--- config.mk ---
export PLATFORM = sky130hd
export DESIGN_NAME = rat_cu_pipe_int
export DESIGN_NICKNAME = d
export VERILOG_FILES = /design/src/rtl/rat_cu_pkg.sv /design/src/rtl/rat_cu_decode.sv /design/src/rtl/rat_cu_pipe_int.sv
export SDC_FILE = /design/constraint.sdc
export NUM_CORES = 1
export LEC_CHECK = 0
export BUFFER_PORTS_ARGS = -buffer_cell sky130_fd_sc_hd__buf_2
export CORE_UTILIZATION = 45
export CTS_CLUSTER_DIAMETER = 80
export CTS_CLUSTER_SIZE = 24
export DETAILED_ROUTE_END_ITERATION = 10
export PLACE_DENSITY_LB_ADDON = 0.1
export SYNTH_ARGS = -nofsm -noshare
export SYNTH_HDL_FRONTEND = slang
export SYNTH_HIERARCHICAL = 1
export SYNTH_SLANG_ARGS = --single-unit
export TNS_END_PERCENT = 30
--- constraint.sdc ---
create_clock -name CLK -period 1.28 [get_ports CLK]
set_input_delay 0 -clock CLK [delete_from_list [all_inputs] [get_ports CLK]]
set_output_delay 0 -clock CLK [all_outputs]
set_load 0.01 [all_outputs]
--- src/rtl/rat_cu_pkg.sv ---
// rat_cu_pkg: shared types and constants for the RAT control unit.
//   state_t      - control FSM states
//   OP_*         - full 7-bit opcodes {IR[17:13], IR[1:0]}
//   H5_*         - 5-bit opcodes of the immediate forms (IR[1:0] ignored)
//   ALU_*        - ALU_SEL codes
//   PC_MUX_*, RF_SEL_*, SCR_A_* - datapath mux selects
//   ctrl_t       - bundle of every control strobe except ALU_SEL
package rat_cu_pkg;

  typedef enum logic [2:0] {
    S_INIT,
    S_FETCH,
    S_EXEC,
    S_WAIT,
    S_INTR
  } state_t;

  localparam logic [6:0] OP_CMP   = 7'b0001000;
  localparam logic [6:0] OP_MOV   = 7'b0001001;
  localparam logic [6:0] OP_LD    = 7'b0001010;
  localparam logic [6:0] OP_ST    = 7'b0001011;
  localparam logic [6:0] OP_BRN   = 7'b0010000;
  localparam logic [6:0] OP_CALL  = 7'b0010001;
  localparam logic [6:0] OP_BREQ  = 7'b0010010;
  localparam logic [6:0] OP_BRNE  = 7'b0010011;
  localparam logic [6:0] OP_BRCS  = 7'b0010100;
  localparam logic [6:0] OP_BRCC  = 7'b0010101;
  localparam logic [6:0] OP_LSL   = 7'b0100000;
  localparam logic [6:0] OP_LSR   = 7'b0100001;
  localparam logic [6:0] OP_ROL   = 7'b0100010;
  localparam logic [6:0] OP_ROR   = 7'b0100011;
  localparam logic [6:0] OP_ASR   = 7'b0100100;
  localparam logic [6:0] OP_PUSH  = 7'b0100101;
  localparam logic [6:0] OP_POP   = 7'b0100110;
  localparam logic [6:0] OP_WSP   = 7'b0101000;
  localparam logic [6:0] OP_RSP   = 7'b0101001;
  localparam logic [6:0] OP_CLC   = 7'b0110000;
  localparam logic [6:0] OP_SEC   = 7'b0110001;
  localparam logic [6:0] OP_RET   = 7'b0110010;
  localparam logic [6:0] OP_SEI   = 7'b0110100;
  localparam logic [6:0] OP_CLI   = 7'b0110101;
  localparam logic [6:0] OP_RETID = 7'b0110110;
  localparam logic [6:0] OP_RETIE = 7'b0110111;

  localparam logic [4:0] H5_IN   = 5'b11001;
  localparam logic [4:0] H5_OUT  = 5'b11010;
  localparam logic [4:0] H5_MOVI = 5'b11011;
  localparam logic [4:0] H5_LDI  = 5'b11100;
  localparam logic [4:0] H5_STI  = 5'b11101;

  localparam logic [3:0] ALU_ADD  = 4'd0;
  localparam logic [3:0] ALU_ADDC = 4'd1;
  localparam logic [3:0] ALU_SUB  = 4'd2;
  localparam logic [3:0] ALU_SUBC = 4'd3;
  localparam logic [3:0] ALU_CMP  = 4'd4;
  localparam logic [3:0] ALU_AND  = 4'd5;
  localparam logic [3:0] ALU_OR   = 4'd6;
  localparam logic [3:0] ALU_EXOR = 4'd7;
  localparam logic [3:0] ALU_TEST = 4'd8;
  localparam logic [3:0] ALU_LSL  = 4'd9;
  localparam logic [3:0] ALU_LSR  = 4'd10;
  localparam logic [3:0] ALU_ROL  = 4'd11;
  localparam logic [3:0] ALU_ROR  = 4'd12;
  localparam logic [3:0] ALU_ASR  = 4'd13;
  localparam logic [3:0] ALU_MOV  = 4'd14;

  localparam logic [1:0] PC_MUX_IMM = 2'd0;
  localparam logic [1:0] PC_MUX_SCR = 2'd1;
  localparam logic [1:0] PC_MUX_VEC = 2'd2;

  localparam logic [1:0] RF_SEL_ALU = 2'd0;
  localparam logic [1:0] RF_SEL_SCR = 2'd1;
  localparam logic [1:0] RF_SEL_SP  = 2'd2;
  localparam logic [1:0] RF_SEL_IN  = 2'd3;

  localparam logic [1:0] SCR_A_Y    = 2'd0;
  localparam logic [1:0] SCR_A_IMM  = 2'd1;
  localparam logic [1:0] SCR_A_SP   = 2'd2;
  localparam logic [1:0] SCR_A_SPM1 = 2'd3;

  typedef struct packed {
    logic       pc_ld;
    logic       pc_inc;
    logic [1:0] pc_mux_sel;
    logic       alu_opy_sel;
    logic       rf_wr;
    logic [1:0] rf_wr_sel;
    logic       sp_ld;
    logic       sp_incr;
    logic       sp_decr;
    logic       scr_we;
    logic [1:0] scr_addr_sel;
    logic       scr_data_sel;
    logic       flg_c_set;
    logic       flg_c_clr;
    logic       flg_c_ld;
    logic       flg_z_ld;
    logic       flg_ld_sel;
    logic       flg_shad_ld;
    logic       i_set;
    logic       i_clr;
    logic       rst;
    logic       io_strb;
  } ctrl_t;

  // Low three opcode bits of the reg-reg / immediate ALU group:
  // 0..3 are the logic ops, 4..7 the arithmetic ops.
  function automatic logic [3:0] alu_grp_code(input logic [2:0] sel);
    case (sel)
      3'd0:    return ALU_AND;
      3'd1:    return ALU_OR;
      3'd2:    return ALU_EXOR;
      3'd3:    return ALU_TEST;
      3'd4:    return ALU_ADD;
      3'd5:    return ALU_ADDC;
      3'd6:    return ALU_SUB;
      default: return ALU_SUBC;
    endcase
  endfunction

endpackage

--- src/rtl/rat_cu_decode.sv ---
// rat_cu_decode: combinational execute-cycle decoder.
//   opcode_hi  - IR[17:13]
//   opcode_lo  - IR[1:0]
//   c_flag, z_flag - current flags (branch conditions)
//   ctrl       - full set of execute strobes for this instruction
//   alu_sel    - ALU function select
//   is_read    - instruction reads scratch RAM (LD, POP, RET, RETID, RETIE)
module rat_cu_decode
  import rat_cu_pkg::*;
#(
  parameter int ALU_SEL_W = 4
) (
  input  logic [4:0]           opcode_hi,
  input  logic [1:0]           opcode_lo,
  input  logic                 c_flag,
  input  logic                 z_flag,
  output ctrl_t                ctrl,
  output logic [ALU_SEL_W-1:0] alu_sel,
  output logic                 is_read
);

  logic [6:0] opcode;
  logic [2:0] grp_sel;
  logic       alu_grp;

  assign opcode  = {opcode_hi, opcode_lo};
  // Reg-reg ALU group is 0000xxx; immediate group is HI5 10xxx.
  assign alu_grp = (opcode[6:3] == 4'b0000) || (opcode_hi[4:3] == 2'b10);
  assign grp_sel = opcode_hi[4] ? opcode_hi[2:0] : opcode[2:0];

  always_comb begin
    ctrl    = '0;
    alu_sel = '0;
    is_read = 1'b0;

    if (alu_grp) begin
      ctrl.alu_opy_sel = opcode_hi[4];
      alu_sel          = ALU_SEL_W'(alu_grp_code(grp_sel));
      ctrl.flg_z_ld    = 1'b1;
      ctrl.flg_c_clr   = ~grp_sel[2];
      ctrl.flg_c_ld    = grp_sel[2];
      ctrl.rf_wr       = (grp_sel != 3'd3);
    end else if (opcode_hi[4]) begin
      case (opcode_hi)
        H5_IN: begin
          ctrl.rf_wr     = 1'b1;
          ctrl.rf_wr_sel = RF_SEL_IN;
        end
        H5_OUT: ctrl.io_strb = 1'b1;
        H5_MOVI: begin
          ctrl.alu_opy_sel = 1'b1;
          alu_sel          = ALU_SEL_W'(ALU_MOV);
          ctrl.rf_wr       = 1'b1;
        end
        H5_LDI: begin
          is_read           = 1'b1;
          ctrl.scr_addr_sel = SCR_A_IMM;
          ctrl.rf_wr        = 1'b1;
          ctrl.rf_wr_sel    = RF_SEL_SCR;
        end
        H5_STI: begin
          ctrl.scr_we       = 1'b1;
          ctrl.scr_addr_sel = SCR_A_IMM;
        end
        default: ;
      endcase
    end else begin
      case (opcode)
        OP_CMP: begin
          alu_sel       = ALU_SEL_W'(ALU_CMP);
          ctrl.flg_c_ld = 1'b1;
          ctrl.flg_z_ld = 1'b1;
        end
        OP_MOV: begin
          alu_sel    = ALU_SEL_W'(ALU_MOV);
          ctrl.rf_wr = 1'b1;
        end
        OP_LD: begin
          is_read           = 1'b1;
          ctrl.scr_addr_sel = SCR_A_Y;
          ctrl.rf_wr        = 1'b1;
          ctrl.rf_wr_sel    = RF_SEL_SCR;
        end
        OP_ST: begin
          ctrl.scr_we       = 1'b1;
          ctrl.scr_addr_sel = SCR_A_Y;
        end
        OP_BRN:  ctrl.pc_ld = 1'b1;
        OP_BREQ: ctrl.pc_ld = z_flag;
        OP_BRNE: ctrl.pc_ld = ~z_flag;
        OP_BRCS: ctrl.pc_ld = c_flag;
        OP_BRCC: ctrl.pc_ld = ~c_flag;
        OP_CALL: begin
          ctrl.pc_ld        = 1'b1;
          ctrl.scr_we       = 1'b1;
          ctrl.scr_addr_sel = SCR_A_SPM1;
          ctrl.scr_data_sel = 1'b1;
          ctrl.sp_decr      = 1'b1;
        end
        OP_LSL, OP_LSR, OP_ROL, OP_ROR, OP_ASR: begin
          alu_sel       = ALU_SEL_W'(ALU_LSL + {1'b0, opcode[2:0]});
          ctrl.rf_wr    = 1'b1;
          ctrl.flg_c_ld = 1'b1;
          ctrl.flg_z_ld = 1'b1;
        end
        OP_PUSH: begin
          ctrl.scr_we       = 1'b1;
          ctrl.scr_addr_sel = SCR_A_SPM1;
          ctrl.sp_decr      = 1'b1;
        end
        OP_POP: begin
          is_read           = 1'b1;
          ctrl.scr_addr_sel = SCR_A_SP;
          ctrl.rf_wr        = 1'b1;
          ctrl.rf_wr_sel    = RF_SEL_SCR;
          ctrl.sp_incr      = 1'b1;
        end
        OP_WSP: ctrl.sp_ld = 1'b1;
        OP_RSP: begin
          ctrl.rf_wr     = 1'b1;
          ctrl.rf_wr_sel = RF_SEL_SP;
        end
        OP_CLC: ctrl.flg_c_clr = 1'b1;
        OP_SEC: ctrl.flg_c_set = 1'b1;
        OP_SEI: ctrl.i_set     = 1'b1;
        OP_CLI: ctrl.i_clr     = 1'b1;
        OP_RET, OP_RETID, OP_RETIE: begin
          is_read           = 1'b1;
          ctrl.scr_addr_sel = SCR_A_SP;
          ctrl.pc_ld        = 1'b1;
          ctrl.pc_mux_sel   = PC_MUX_SCR;
          ctrl.sp_incr      = 1'b1;
          if (opcode != OP_RET) begin
            ctrl.flg_ld_sel = 1'b1;
            ctrl.flg_c_ld   = 1'b1;
            ctrl.flg_z_ld   = 1'b1;
            ctrl.i_clr      = (opcode == OP_RETID);
            ctrl.i_set      = (opcode == OP_RETIE);
          end
        end
        default: ;
      endcase
    end
  end

endmodule

--- src/rtl/rat_cu_pipe_int.sv ---
// rat_cu_pipe_int: multi-cycle RAT control unit with scratch-RAM wait
// states and interrupt entry.
//   CLK, RESET (sync, active-high)
//   OPCODE_HI_5, OPCODE_LOW_2 - instruction opcode fields
//   INT - pending, already-masked interrupt; C_FLAG, Z_FLAG - flags
//   Outputs: PC, ALU, register-file, stack, scratch, flag, I-flag,
//   datapath-reset and I/O strobe controls (all combinational).
//
// state   | meaning
// --------+-------------------------------------------------------------
// S_INIT  | datapath reset (RST) for one cycle
// S_FETCH | PC increment, IR is loaded from ROM
// S_EXEC  | execute; read-class with SCR_WAIT>0 only presents the address
// S_WAIT  | scratch-RAM read wait; completion strobes on counter 0
// S_INTR  | interrupt entry: push PC, shadow flags, jump to vector
module rat_cu_pipe_int
  import rat_cu_pkg::*;
#(
  parameter int SCR_WAIT  = 0,
  parameter int ALU_SEL_W = 4
) (
  input  logic                 CLK,
  input  logic                 RESET,
  input  logic [4:0]           OPCODE_HI_5,
  input  logic [1:0]           OPCODE_LOW_2,
  input  logic                 INT,
  input  logic                 C_FLAG,
  input  logic                 Z_FLAG,
  output logic                 PC_LD,
  output logic                 PC_INC,
  output logic [1:0]           PC_MUX_SEL,
  output logic                 ALU_OPY_SEL,
  output logic [ALU_SEL_W-1:0] ALU_SEL,
  output logic                 RF_WR,
  output logic [1:0]           RF_WR_SEL,
  output logic                 SP_LD,
  output logic                 SP_INCR,
  output logic                 SP_DECR,
  output logic                 SCR_WE,
  output logic [1:0]           SCR_ADDR_SEL,
  output logic                 SCR_DATA_SEL,
  output logic                 FLG_C_SET,
  output logic                 FLG_C_CLR,
  output logic                 FLG_C_LD,
  output logic                 FLG_Z_LD,
  output logic                 FLG_LD_SEL,
  output logic                 FLG_SHAD_LD,
  output logic                 I_SET,
  output logic                 I_CLR,
  output logic                 RST,
  output logic                 IO_STRB
);

  localparam bit         HAS_WAIT = (SCR_WAIT != 0);
  localparam logic [1:0] CNT_INIT = HAS_WAIT ? 2'(SCR_WAIT - 1) : 2'd0;

  state_t                 ps, ns;
  logic [1:0]             cnt;
  logic                   cnt_ld, cnt_dec;
  ctrl_t                  dec_ctrl, ctrl;
  logic [ALU_SEL_W-1:0]   dec_alu_sel, alu_sel;
  logic                   dec_is_read;

  rat_cu_decode #(.ALU_SEL_W(ALU_SEL_W)) u_decode (
    .opcode_hi (OPCODE_HI_5),
    .opcode_lo (OPCODE_LOW_2),
    .c_flag    (C_FLAG),
    .z_flag    (Z_FLAG),
    .ctrl      (dec_ctrl),
    .alu_sel   (dec_alu_sel),
    .is_read   (dec_is_read)
  );

  always_ff @(posedge CLK) begin
    if (RESET) begin
      ps  <= S_INIT;
      cnt <= 2'd0;
    end else begin
      ps <= ns;
      if (cnt_ld)
        cnt <= CNT_INIT;
      else if (cnt_dec)
        cnt <= cnt - 2'd1;
    end
  end

  always_comb begin
    ns      = ps;
    ctrl    = '0;
    alu_sel = '0;
    cnt_ld  = 1'b0;
    cnt_dec = 1'b0;

    case (ps)
      S_INIT: begin
        ctrl.rst = 1'b1;
        ns       = S_FETCH;
      end
      S_FETCH: begin
        ctrl.pc_inc = 1'b1;
        ns          = S_EXEC;
      end
      S_EXEC: begin
        if (dec_is_read && HAS_WAIT) begin
          // Address only; the completion strobes wait for the data.
          ctrl.scr_addr_sel = dec_ctrl.scr_addr_sel;
          cnt_ld            = 1'b1;
          ns                = S_WAIT;
        end else begin
          ctrl    = dec_ctrl;
          alu_sel = dec_alu_sel;
          ns      = INT ? S_INTR : S_FETCH;
        end
      end
      S_WAIT: begin
        if (cnt != 2'd0) begin
          ctrl.scr_addr_sel = dec_ctrl.scr_addr_sel;
          cnt_dec           = 1'b1;
        end else begin
          ctrl    = dec_ctrl;
          alu_sel = dec_alu_sel;
          ns      = INT ? S_INTR : S_FETCH;
        end
      end
      S_INTR: begin
        ctrl.pc_ld        = 1'b1;
        ctrl.pc_mux_sel   = PC_MUX_VEC;
        ctrl.scr_we       = 1'b1;
        ctrl.scr_addr_sel = SCR_A_SPM1;
        ctrl.scr_data_sel = 1'b1;
        ctrl.sp_decr      = 1'b1;
        ctrl.flg_shad_ld  = 1'b1;
        ctrl.i_clr        = 1'b1;
        ns                = S_FETCH;
      end
      default: ns = S_INIT;
    endcase
  end

  assign PC_LD        = ctrl.pc_ld;
  assign PC_INC       = ctrl.pc_inc;
  assign PC_MUX_SEL   = ctrl.pc_mux_sel;
  assign ALU_OPY_SEL  = ctrl.alu_opy_sel;
  assign ALU_SEL      = alu_sel;
  assign RF_WR        = ctrl.rf_wr;
  assign RF_WR_SEL    = ctrl.rf_wr_sel;
  assign SP_LD        = ctrl.sp_ld;
  assign SP_INCR      = ctrl.sp_incr;
  assign SP_DECR      = ctrl.sp_decr;
  assign SCR_WE       = ctrl.scr_we;
  assign SCR_ADDR_SEL = ctrl.scr_addr_sel;
  assign SCR_DATA_SEL = ctrl.scr_data_sel;
  assign FLG_C_SET    = ctrl.flg_c_set;
  assign FLG_C_CLR    = ctrl.flg_c_clr;
  assign FLG_C_LD     = ctrl.flg_c_ld;
  assign FLG_Z_LD     = ctrl.flg_z_ld;
  assign FLG_LD_SEL   = ctrl.flg_ld_sel;
  assign FLG_SHAD_LD  = ctrl.flg_shad_ld;
  assign I_SET        = ctrl.i_set;
  assign I_CLR        = ctrl.i_clr;
  assign RST          = ctrl.rst;
  assign IO_STRB      = ctrl.io_strb;

endmodule

==> qor_table.md <==
| Item | Value |
| --- | --- |
| Core Rows | 18 |
| Depth of the worst register-to-register path | 7 |
| P per Cell Area | 451 nW/um^2 |
| Height of the die | 54.9 um |
| Share of layout cells above drive strength 1 | 0.464 |
| Max-cap viol count | 0 |
| Cell area after synthesis | 1260 um^2 |
| Final cycle utilization of the critical path | 1.19 |
| Final Net Count | 279 |
| Number of DRC markers in iteration 0 | 51 |
| Routed len/inst | 15.6 um |
| Antenna violations before repair | 0 |
| Kind of end point of the critical path | output pin |
| Half-perimeter wire length of the detailed placement result | 3.02 mm |
| Area of the core region | 2570 um^2 |
| Number of I/O pins | 41 |
| Critical path class | flip-flop to output pin |
| Clock sink total | 5 |
| Unrepaired setup endpoints after global routing | yes |
| Worst voltage drop across the vdd grid | 0.000478 V |
| Number of vias per cell after detailed routing | 5.62 |
| Sort of element at the start of the critical path | flip-flop |
| Cts bufs inserted | 3 |
| Worst hold-check slack | 0.477 ns |
| Antenna cell count | 0 |
| Run status | finished, violations left |
| Summed area of non-filler cells in the final layout | 1970 um^2 |
| Clock edge transition at the registers on the reported setup and hold paths | 0.05 ns |
| Routed wire length | 4.55 mm |
| Clock Skews | 0.00347 ns |
| CTS tree | built |
| DR DRC count | 0 |
| Layout overhead on the synthesized area | 56.6% |
| Vias in the first global route | 1,471 |
| Maximum number of pins on one net before global-route repair | 12 |
| Largest fanout on the critical path | 7 |
| Clock Latency Late Sink | 0.25 ns |
| Root Buffer Master | clkbuf_4 |
| Leading cell types in the layout, fill and taps excluded | 38 x buf_4, 33 x buf_2, 16 x and2_1, 14 x nand2_1 |
| Count of warnings emitted by yosys | 6 |
| CP required | 1.28 ns |
| Path category of the worst min-delay check | flip-flop to flip-flop |
| Worst-case clock buffer depth | 2 |
| First-pass GRT wire length | 6.61 mm |
| Cell depth of the worst min-delay path | 2 |
| GR Overflow Total | 0 |
| Final ANT Viol Nets | 0 |
| Drt pass-1 iters | 4 |
| Initial core utilization | 0.490 |
| Via count of the routed design | 1,635 |
| Global placement routability congestion | 0.896 |
| Worst endpoint data arrival time | 1.53 ns |
| Count of final max-slew check failures | 0 |
| Instance area after placement | 1660 um^2 |
| Post-synthesis average cell area | 6.77 um^2 |
| Max Freq | 0.655 GHz |
| Violated checks | setup timing |
| Overall die width | 54.9 um |
| PortBufs | 40 |
| Number of instances in the synthesized netlist | 186 |
| Most frequent standard cell in the layout excluding fill and tap cells | buf_4 |
| Fin util | 0.768 |
| H-Tree Depth | 1 |
| Overall fraction of global-route tracks in use | 0.306 |
| Setup slack after layout | -0.248 ns |
| DIE AREA | 3010 um^2 |
| Post-layout min period | 1.53 ns |
| Final Setup Violations | 29 |
| Static leakage | 1.02 nW |
| Final Hold Vio Count | 0 |
## state kept, by name, summed over array words and instances, names as in the netlist
register,count
cnt,2
ps,3
## critical path, cell delays in order (launching register included)
cell and delay, ns:
dfxtp_2 0.31, inv_2 0.06, ha_4 0.13, and2b_4 0.24, nor2b_4 0.24, and2_1 0.17, buf_2 0.13
## path summary, 6_finish.rpt
check,startpoint,endpoint,slack [ns]
worst min register to register,ps[0]$_SDFFE_PP0N_,ps[1]$_SDFFE_PP0N_,0.48
worst min-delay path,ps[0]$_SDFFE_PP0N_,ps[1]$_SDFFE_PP0N_,0.48
worst max-delay path,cnt[1]$_SDFFE_PP0P_,RF_WR_SEL[1],-0.25
worst max register to register,cnt[1]$_SDFFE_PP0P_,ps[2]$_SDFFE_PP0N_,-0.14
## metal layers
metal | up-vias | share of wire | track usage | routed length (um)
li1 | 793 | - | - | -
met1 | 757 | 0.42 | 0.403 | 1930
met2 | 74 | 0.49 | 0.522 | 2220
met3 | 11 | 0.071 | 0.0417 | 325
met4 | 0 | 0.016 | 0.0641 | 72
met5 | - | 0 | 0 | 0
## stage by stage
| stage | cells | worst slack (ns) | power (mW) | setup TNS, ns |
|---|---|---|---|---|
| floorplan | 189 | -0.0110 | 0.446 | -0.0221 |
| global placement | 277 | -0.196 | 0.585 | -3.18 |
| detailed placement | 277 | -0.333 | 0.596 | -4.62 |
| CTS | 291 | -0.206 | 0.861 | -4.46 |
| global route | 291 | -0.289 | 0.948 | -6.85 |
| finish | 291 | -0.248 | 0.889 | -5.08 |
## power by group
| group | total, mW | switching (mW) | internal (mW) |
|---|---|---|---|
| Combinational | 0.521 | 0.266 | 0.254 |
| Sequential | 0.174 | 0.0101 | 0.164 |
| Clock | 0.194 | 0.0758 | 0.119 |
| Total | 0.889 | 0.352 | 0.537 |
## final cells by class
cell class                 count  area, um^2
clock buffer                   4        26.3
timing repair buffer          82         576
sequential                     5         106
inverter                      15        61.3
fill                         203         597
multi-input combinational    155        1160
tap                           30        37.5
## timing repair
action | CTS | global route
hold endpoints to repair | 5 | 0
resized for setup | 31 | 19
pin swaps | 28 | 8
setup endpoints to repair | 29 | 30
cloned | 3 | 0
hold buffers | 2 | 0
buffers inserted | 5 | 0
No activity file was read; power rests on OpenSTA's default activity.
